==> src/rtl/alu_pkg.sv <==
// Shared ALU definitions for the bit-serial add/sub sequencer.
// Provides the FSM state encoding and the bit positions of the
// result flags inside the packed flag register.
package alu_pkg;

  // Sequencer states, 2-bit encoding
  typedef enum logic [1:0] {
    S_IDLE = 2'd0,
    S_RUN  = 2'd1,
    S_DONE = 2'd2
  } state_e;

  // Flag register layout
  localparam int unsigned FLAG_CARRY    = 0;
  localparam int unsigned FLAG_OVERFLOW = 1;
  localparam int unsigned FLAG_ZERO     = 2;
  localparam int unsigned FLAG_W        = 3;

endpackage

==> src/rtl/serial_addsub_ctrl_slice.sv <==
// One-bit add/subtract slice (full adder with optional B inversion).
// Ports:
//   a, b        operand bits
//   cin         carry in
//   sub         1 = invert b (subtract), 0 = pass b (add)
//   sum_c       combinational sum bit
//   carryout_c  combinational carry out
module serial_addsub_ctrl_slice (
  input  logic a,
  input  logic b,
  input  logic cin,
  input  logic sub,
  output logic sum_c,
  output logic carryout_c
);

  logic b_eff;

  // B is complemented for subtract; the +1 arrives on cin for bit 0
  assign b_eff      = b ^ sub;
  assign sum_c      = a ^ b_eff ^ cin;
  assign carryout_c = (a & b_eff) | (a & cin) | (b_eff & cin);

endmodule

==> src/rtl/serial_addsub_ctrl.sv <==
// Bit-serial WIDTH-bit two's-complement add/sub sequencer.
// Accepts an operation over start_valid/start_ready, runs a single
// one-bit slice WIDTH times LSB first, then presents the result and
// flags over done_valid/done_ready.
// Ports:
//   clk, rst_n               clock, async active-low reset
//   start_valid/start_ready  operation request handshake (ready in IDLE)
//   a, b, subtract           operands and op select, sampled on accept
//   busy                     high while bits are being processed
//   done_valid/done_ready    result handshake (valid in DONE)
//   result                   sum or difference
//   carryout, overflow, zero result flags
module serial_addsub_ctrl
  import alu_pkg::*;
#(
  parameter int unsigned WIDTH = 32
) (
  input  logic             clk,
  input  logic             rst_n,
  input  logic             start_valid,
  output logic             start_ready,
  input  logic [WIDTH-1:0] a,
  input  logic [WIDTH-1:0] b,
  input  logic             subtract,
  output logic             busy,
  output logic             done_valid,
  input  logic             done_ready,
  output logic [WIDTH-1:0] result,
  output logic             carryout,
  output logic             overflow,
  output logic             zero
);

  localparam int unsigned CNT_W = $clog2(WIDTH);
  localparam logic [CNT_W-1:0] CNT_LAST = CNT_W'(WIDTH - 1);

  state_e state, state_nx;

  logic accept;
  logic step;
  logic last_bit;

  logic [WIDTH-1:0]  a_sr;
  logic [WIDTH-1:0]  b_sr;
  logic              sub_r;
  logic              carry_r;
  logic [CNT_W-1:0]  cnt;
  logic [FLAG_W-1:0] flags;
  logic [WIDTH-1:0]  result_nx;

  logic slice_sum;
  logic slice_carry;

  // Single shared add/sub slice
  serial_addsub_ctrl_slice u_slice (
    .a          (a_sr[0]),
    .b          (b_sr[0]),
    .cin        (carry_r),
    .sub        (sub_r),
    .sum_c      (slice_sum),
    .carryout_c (slice_carry)
  );

  // New sum bit enters at the MSB so the LSB-first result lands aligned
  assign result_nx = {slice_sum, result[WIDTH-1:1]};

  // Next-state and control strobes
  always_comb begin
    state_nx = state;
    accept   = 1'b0;
    step     = 1'b0;
    last_bit = 1'b0;
    unique case (state)
      S_IDLE: begin
        if (start_valid) begin
          accept   = 1'b1;
          state_nx = S_RUN;
        end
      end
      S_RUN: begin
        step = 1'b1;
        if (cnt == CNT_LAST) begin
          last_bit = 1'b1;
          state_nx = S_DONE;
        end
      end
      S_DONE: begin
        if (done_ready) begin
          state_nx = S_IDLE;
        end
      end
      default: state_nx = S_IDLE;
    endcase
  end

  // State register and registered handshake/status outputs
  always_ff @(posedge clk or negedge rst_n) begin
    if (!rst_n) begin
      state       <= S_IDLE;
      start_ready <= 1'b1;
      busy        <= 1'b0;
      done_valid  <= 1'b0;
    end else begin
      state       <= state_nx;
      start_ready <= (state_nx == S_IDLE);
      busy        <= (state_nx == S_RUN);
      done_valid  <= (state_nx == S_DONE);
    end
  end

  // Operand shift registers, carry thread, bit counter, result and flags
  always_ff @(posedge clk or negedge rst_n) begin
    if (!rst_n) begin
      a_sr    <= '0;
      b_sr    <= '0;
      sub_r   <= 1'b0;
      carry_r <= 1'b0;
      cnt     <= '0;
      result  <= '0;
      flags   <= '0;
    end else if (accept) begin
      a_sr    <= a;
      b_sr    <= b;
      sub_r   <= subtract;
      carry_r <= subtract;
      cnt     <= '0;
      result  <= '0;
    end else if (step) begin
      result  <= result_nx;
      a_sr    <= a_sr >> 1;
      b_sr    <= b_sr >> 1;
      carry_r <= slice_carry;
      if (last_bit) begin
        // carry_r holds the carry into the MSB at this point
        flags[FLAG_CARRY]    <= slice_carry;
        flags[FLAG_OVERFLOW] <= carry_r ^ slice_carry;
        flags[FLAG_ZERO]     <= (result_nx == '0);
      end else begin
        cnt <= cnt + CNT_W'(1);
      end
    end
  end

  assign carryout = flags[FLAG_CARRY];
  assign overflow = flags[FLAG_OVERFLOW];
  assign zero     = flags[FLAG_ZERO];

endmodule
==> config.mk <==
export PLATFORM = sky130hd
export DESIGN_NAME = serial_addsub_ctrl
export DESIGN_NICKNAME = d
export VERILOG_FILES = /design/src/rtl/alu_pkg.sv /design/src/rtl/serial_addsub_ctrl_slice.sv /design/src/rtl/serial_addsub_ctrl.sv
export SDC_FILE = /design/constraint.sdc
export NUM_CORES = 1
export LEC_CHECK = 0
export CAP_MARGIN = 20
export CORE_UTILIZATION = 40
export DETAILED_ROUTE_END_ITERATION = 6
export GPL_TIMING_DRIVEN = 0
export HOLD_SLACK_MARGIN = 0.15
export PLACE_DENSITY = 0.66
export RECOVER_POWER = 25
export REMOVE_ABC_BUFFERS = 1
export SETUP_SLACK_MARGIN = 0.3
export SYNTH_ARGS = -nofsm -noshare
export SYNTH_HDL_FRONTEND = slang
export SYNTH_SLANG_ARGS = --single-unit
export TNS_END_PERCENT = 1
==> constraint.sdc <==
create_clock -name clk -period 4.1 [get_ports clk]
set_input_delay 0.82 -clock clk [delete_from_list [all_inputs] [get_ports clk]]
set_output_delay 0.82 -clock clk [all_outputs]
set_load 0.02 [all_outputs]
==> impl_metrics.py, run 1 <==
metrics = {
    "synth": {
        "avgSynthCellArea_um2": 11.01,
        "synth_cell_types": 30,
        "yosysSeqAreaShare": 0.5778,
        "syn_area_um2": 4810,
        "syn_inst": 437,
        "ys_warn_count": 0,
        "yosys_register_bits": 111,
    },
    "floorplanning": {
        "ios": 107,
        "start_util": 0.4159,
        "die_h_um": 111.7,
        "core_um2": 11560,
        "die_area_um2": 12470,
        "rows": 39,
        "die-width_um": 111.7,
    },
    "critical_path": {
        "critPathArrivalTime_ns": 2.54,
        "max_stage_delay_ns": 1.20,
        "crit_type": "in2async",
        "crit_fanout": 61,
        "crit_path_end_kind": "asynchronous set/reset pin",
        "path_buf_inv": 2,
        "rrSetupSlack_ns": 1.75,
        "cpLargestDelayFamily": "buffers and inverters",
        "slowest_stage": "clkbuf_2",
        "cp_cell_sequence": "buf_4 -> clkbuf_2",
        "required_ns": 4.17,
        "critPathLaunchType": "input port",
    },
    "timing": {
        "relSlewSlack": -0.008558,
        "rsz0062_at_grt": "false",
        "whs_ns": 0.4852,
        "slew_violations": 62,
        "timing_hold_violations_final": 0,
        "finClkSkew_ns": 0.009545,
        "worstMarginPinSlew_ns": 1.513,
        "tns_ns": 0,
        "fmaxAchievable_mhz": 406.1,
        "setup_viol_count_final": 0,
        "post-route-min-period_ns": 2.463,
        "min_period_over_period": 0.6006,
    },
    "power_and_ir_drop": {
        "ir_worst_vdd_v": 0.0002758,
        "leakagePower_nw": 2.585,
        "power_mw": 4.433,
        "powerDensity_nw_per_um2": 715.8,
    },
    "place": {
        "port_buffers": 106,
        "gp_congestion": 0.7651,
        "dpl_cell_area_um2": 5937,
        "hpwlAfterDp_um": 7080,
    },
    "global_route": {
        "grt_pass1_wl_um": 17990,
        "grt_max_degree": 62,
        "grt_pass1_vias": 3681,
        "grt_use_total": 0.1763,
        "antenna_found_initial": 0,
        "overflow": 0,
    },
    "route": {
        "wirelength_um": 10440,
        "drc": 11,
        "num_vias": 3727,
        "drt_iter0_markers": 238,
        "wire_per_inst_um": 15.61,
        "antenna_left": 0,
        "drt-vias-per-instance": 5.571,
        "firstDrtPassIters": 7,
    },
    "cts": {
        "cts_resized": 0,
        "numCtsBuffers": 9,
        "postCtsSetupBuffers": 0,
        "clk_path_buf_depth": 2,
        "cts-root-buf": "clkbuf_16",
        "h-tree-depth": 3,
        "ctsHoldBuffers": 0,
        "cts.clk_slew.worst_paths_ns": 0.07,
        "tritoncts": "done",
        "insertion_delay_ns": 0.34,
        "clkSinkCount": 111,
    },
    "final_layout": {
        "diodes": 0,
        "layout_common_cells": "108 x dfrtp_1, 105 x clkdlybuf4s50_1, 72 x nand2_1",
        "area_delta_synth_final_pct": 28.77,
        "fin_area_um2": 6193,
        "regArea_um2": 2781,
        "fillers": 1068,
        "final_common_cell": "dfrtp_1",
        "multi_input_area_um2": 1753,
        "final_layout_size_suffix_gt1_frac": 0.06464,
        "fin_util": 0.5355,
        "nets": 594,
    },
    "status": {
        "status": "complete, but fails checks",
        "violations": "design-rule violations, max-capacitance violations, max-slew violations",
    },
    "worst_hold_path": {
        "min_path_type": "in2async",
    },
    "flow_run": {
        "drv_cap": 1,
    },
}
-- flip-flops by register name (all words and copies together), names as in the netlist --
| register | cells |
|---|---|
| a_sr | 32 |
| b_sr | 32 |
| result | 32 |
| cnt | 5 |
| flags | 3 |
| state | 2 |
| busy | 1 |
| carry_r | 1 |
| done_valid | 1 |
| start_ready | 1 |
| sub_r | 1 |
-- through the flow --
stage / std cells / setup slack, ns
global placement: 647 / -2.049
finish: 669 / 1.637
floorplan: 398 / 0.2213
CTS: 669 / 1.630
global route: 669 / 1.163
detailed placement: 654 / 1.295
-- synth_stat cells, drive strengths merged --
cell type,count,share of area
nor4b,1,0.0018
nor4,7,0.0091
o31ai,1,0.0016
nor2,6,0.0047
o21ai,68,0.071
buf,34,0.053
inv,4,0.0031
dfrtp,110,0.57
and3,1,0.0013
a21oi,4,0.0042
ha,2,0.0052
nand3b,1,0.0042
fa,1,0.0042
and2,1,0.0013
nor2b,7,0.0091
nand4,2,0.0026
a22o,38,0.069
clkbuf,5,0.0039
nand2,72,0.056
and2b,1,0.0016
mux2,4,0.0094
nand4b,1,0.0018
a22oi,62,0.097
dfstp,1,0.0055
xor2,1,0.0018
xnor2,1,0.0018
o21bai,1,0.0039
-- final cells by class --
type | count | area share
Multi-Input combinational cell | 283 | 0.2830
Clock inverter | 5 | 0.006465
Sequential cell | 111 | 0.4491
Timing Repair Buffer | 113 | 0.1915
Tap cell | 143 | 0.02889
Inverter | 4 | 0.002424
Clock buffer | 10 | 0.03859
-- path summary, 6_finish.rpt --
| check | endpoint | start | cells past startpoint |
|---|---|---|---|
| min reg2reg | a_sr[0] | a_sr[0] | 2 |
| min in group clk | a_sr[0] | a_sr[0] | 2 |
| max reg2reg | b_sr[0] | state[0] | 6 |
| max | state[0] | rst_n | 2 |
| max in group clk | b_sr[0] | start_valid | 6 |
| min | result[22] | rst_n | 1 |
-- per-layer routing --
| metal | vias to the layer above | wire length [um] | global-route usage |
|---|---|---|---|
| li1 | 1766 | - | - |
| met4 | 0 | 108 | 0.04324 |
| met1 | 1852 | 4603 | 0.2349 |
| met5 | - | 0 | 0 |
| met3 | 13 | 716 | 0.05063 |
| met2 | 96 | 5013 | 0.2836 |
-- where the power goes --
group	internal [mW]	switching, mW
Sequential	1.53	0.359
Combinational	0.890	0.822
Clock	0.433	0.396
Total	2.86	1.58
-- cells by family (layout without fill, tap and decap cells) --
group | after synthesis | after routing | synth area share
AO/OA/AOI/OAI | 174 | 174 | 0.2464
flip-flops | 111 | 111 | 0.5778
AND/OR/NAND/NOR | 100 | 100 | 0.09365
buffers and inverters | 43 | 132 | 0.05983
multiplexers | 4 | 4 | 0.009365
adder cells (fa/ha/maj) | 3 | 3 | 0.009365
XOR/XNOR | 2 | 2 | 0.003643
(Power assumes the default switching activity.)
==> run 2: changes to the inputs <==
- PLACE_DENSITY: 0.66 -> 0.68
- clock period: 4.1 -> 2.05 ns (I/O delays scaled with it)
==> run 2 against run 1 <==
The flow finishes with violations (design-rule violations). Die area unchanged. Sequential cell count is the same. Largest cell class unchanged. Cell area grew 1.4%. Power up 100%. Hold slack lost 0.0050 ns. Final cell count is 0.75% higher. Register-to-register slack lost 1.5 ns. Critical path type is now reg2out. Clock-buffer cell count increased by 1. Utilization increased by 0.77 points. Sequential power up 100%.
==> impl_metrics.py, run 2 (synthesis gave the netlist of run 1 again) <==
metrics = {
    "timing": {
        "relSlewSlack": 0.2817,
        "whs_ns": 0.4802,
        "setup_viol_count_final": 0,
        "fmaxAchievable_mhz": 548.7,
        "worstMarginPinSlew_ns": 1.078,
        "rsz0062_at_grt": "true",
        "timing_hold_violations_final": 0,
        "finClkSkew_ns": 0.006671,
        "setup_ws_ns": 0.2275,
        "min_period_over_period": 0.8890,
        "slew_violations": 0,
        "tns_ns": 0,
        "post-route-min-period_ns": 1.822,
    },
    "final_layout": {
        "diodes": 0,
        "fin_area_um2": 6282,
        "nets": 599,
        "final_layout_size_suffix_gt1_frac": 0.07156,
        "fin_util": 0.5432,
        "area_delta_synth_final_pct": 30.62,
        "final_common_cell": "dfrtp_1",
        "top_regs": "a_sr (32), b_sr (32), result (32)",
        "instances_no_fill": 674,
        "layout_common_cells": "108 x dfrtp_1, 104 x clkdlybuf4s50_1, 72 x nand2_1",
    },
    "route": {
        "wl_met3_um": 820,
        "antenna_left": 0,
        "firstDrtPassIters": 7,
        "drt_iter0_markers": 301,
        "drc": 10,
        "wl_met2_um": 5134,
        "drt-vias-per-instance": 5.623,
        "m1WireLength_um": 4734,
        "routed.top_layer": "met4",
        "num_vias": 3790,
        "wire_per_inst_um": 15.97,
        "wirelength_um": 10770,
    },
    "place": {
        "dp.cells": 654,
        "gp_congestion": 0.7407,
        "dpl_cell_area_um2": 5949,
        "hpwlAfterDp_um": 6970,
        "post-place-ws_ns": -0.3018,
        "port_buffers": 106,
    },
    "cts": {
        "tritoncts": "done",
        "h-tree-depth": 3,
        "cts-root-buf": "clkbuf_16",
        "insertion_delay_ns": 0.34,
        "numCtsBuffers": 9,
        "clkSinkCount": 111,
        "cts.clk_slew.worst_paths_ns": 0.07,
        "clk_path_buf_depth": 2,
    },
    "floorplanning": {
        "start_util": 0.4159,
        "die_area_um2": 12470,
        "core_um2": 11560,
        "ios": 107,
        "die_h_um": 111.7,
        "rows": 39,
        "die-width_um": 111.7,
    },
    "critical_path": {
        "crit_type": "reg2out",
        "cpLargestDelayFamily": "buffers and inverters",
        "critPathLaunchType": "register",
        "crit_fanout": 4,
        "reg2regPathDepth": 5,
        "cp_cell_sequence": "clkdlybuf4s50_1",
        "max_stage_delay_ns": 0.65,
        "path_buf_inv": 1,
        "required_ns": 1.64,
        "critPathArrivalTime_ns": 1.41,
        "slowest_stage": "clkdlybuf4s50_1",
        "crit_path_end_kind": "output pin",
        "cp_num_cells": 1,
    },
    "worst_hold_path": {
        "min_path_type": "reg2reg",
        "holdPathStages": 2,
    },
    "global_route": {
        "grt_pass1_vias": 3633,
        "overflow": 0,
        "antenna_found_initial": 0,
        "grt_max_degree": 72,
        "grt_use_total": 0.1835,
        "grt_pass1_wl_um": 18530,
    },
    "power_and_ir_drop": {
        "leakagePower_nw": 2.629,
        "power_mw": 8.923,
        "ir_worst_vdd_v": 0.0004952,
        "powerDensity_nw_per_um2": 1420,
    },
    "status": {
        "status": "complete, but fails checks",
        "violations": "design-rule violations",
    },
    "flow_run": {
        "drv_cap": 0,
    },
}
-- run 2: area by class of cell --
cell class / count / area (um2)
well taps: 143 / 178.9
multi-input cells: 285 / 1784
inverters: 4 / 15.01
fillers: 1025 / 5283
clock buffers: 11 / 242.7
repair buffers: 116 / 1246
flip-flops and latches: 111 / 2784
clock inverters: 4 / 31.28
-- run 2: worst paths after layout --
kind,from,endpoint,slack (ns)
worst min-delay path,flags[1],flags[1],0.48
worst max-delay path,result[7],result[7],0.23
min in group asynchronous,rst_n,result[21],0.80
worst min register to register,flags[1],flags[1],0.48
max in group asynchronous,rst_n,start_ready,0.35
worst max register to register,b_sr[0],flags[2],0.26
-- run 2: what timing repair did --
item | 4_1_cts | 5_1_grt
gates cloned | 2 | 0
hold buffers | 1 | 0
pin swaps | 1 | 0
endpoints found under the hold margin | 40 | 0
resized for setup | 1 | 5
endpoints found under the setup margin | 134 | 132
setup buffers | 1 | 1
-- run 2: power breakdown --
part           total, mW  switching [mW]  internal (mW)
combinational       3.47            1.62           1.84
clock               1.62           0.759          0.856
sequential          3.84           0.771           3.07
-- run 2: per-layer routing --
layer / vias to the layer above / track usage
li1: 1771 / -
met1: 1889 / 0.2516
met2: 122 / 0.2870
met3: 8 / 0.05226
met4: 0 / 0.04595
met5: - / 0
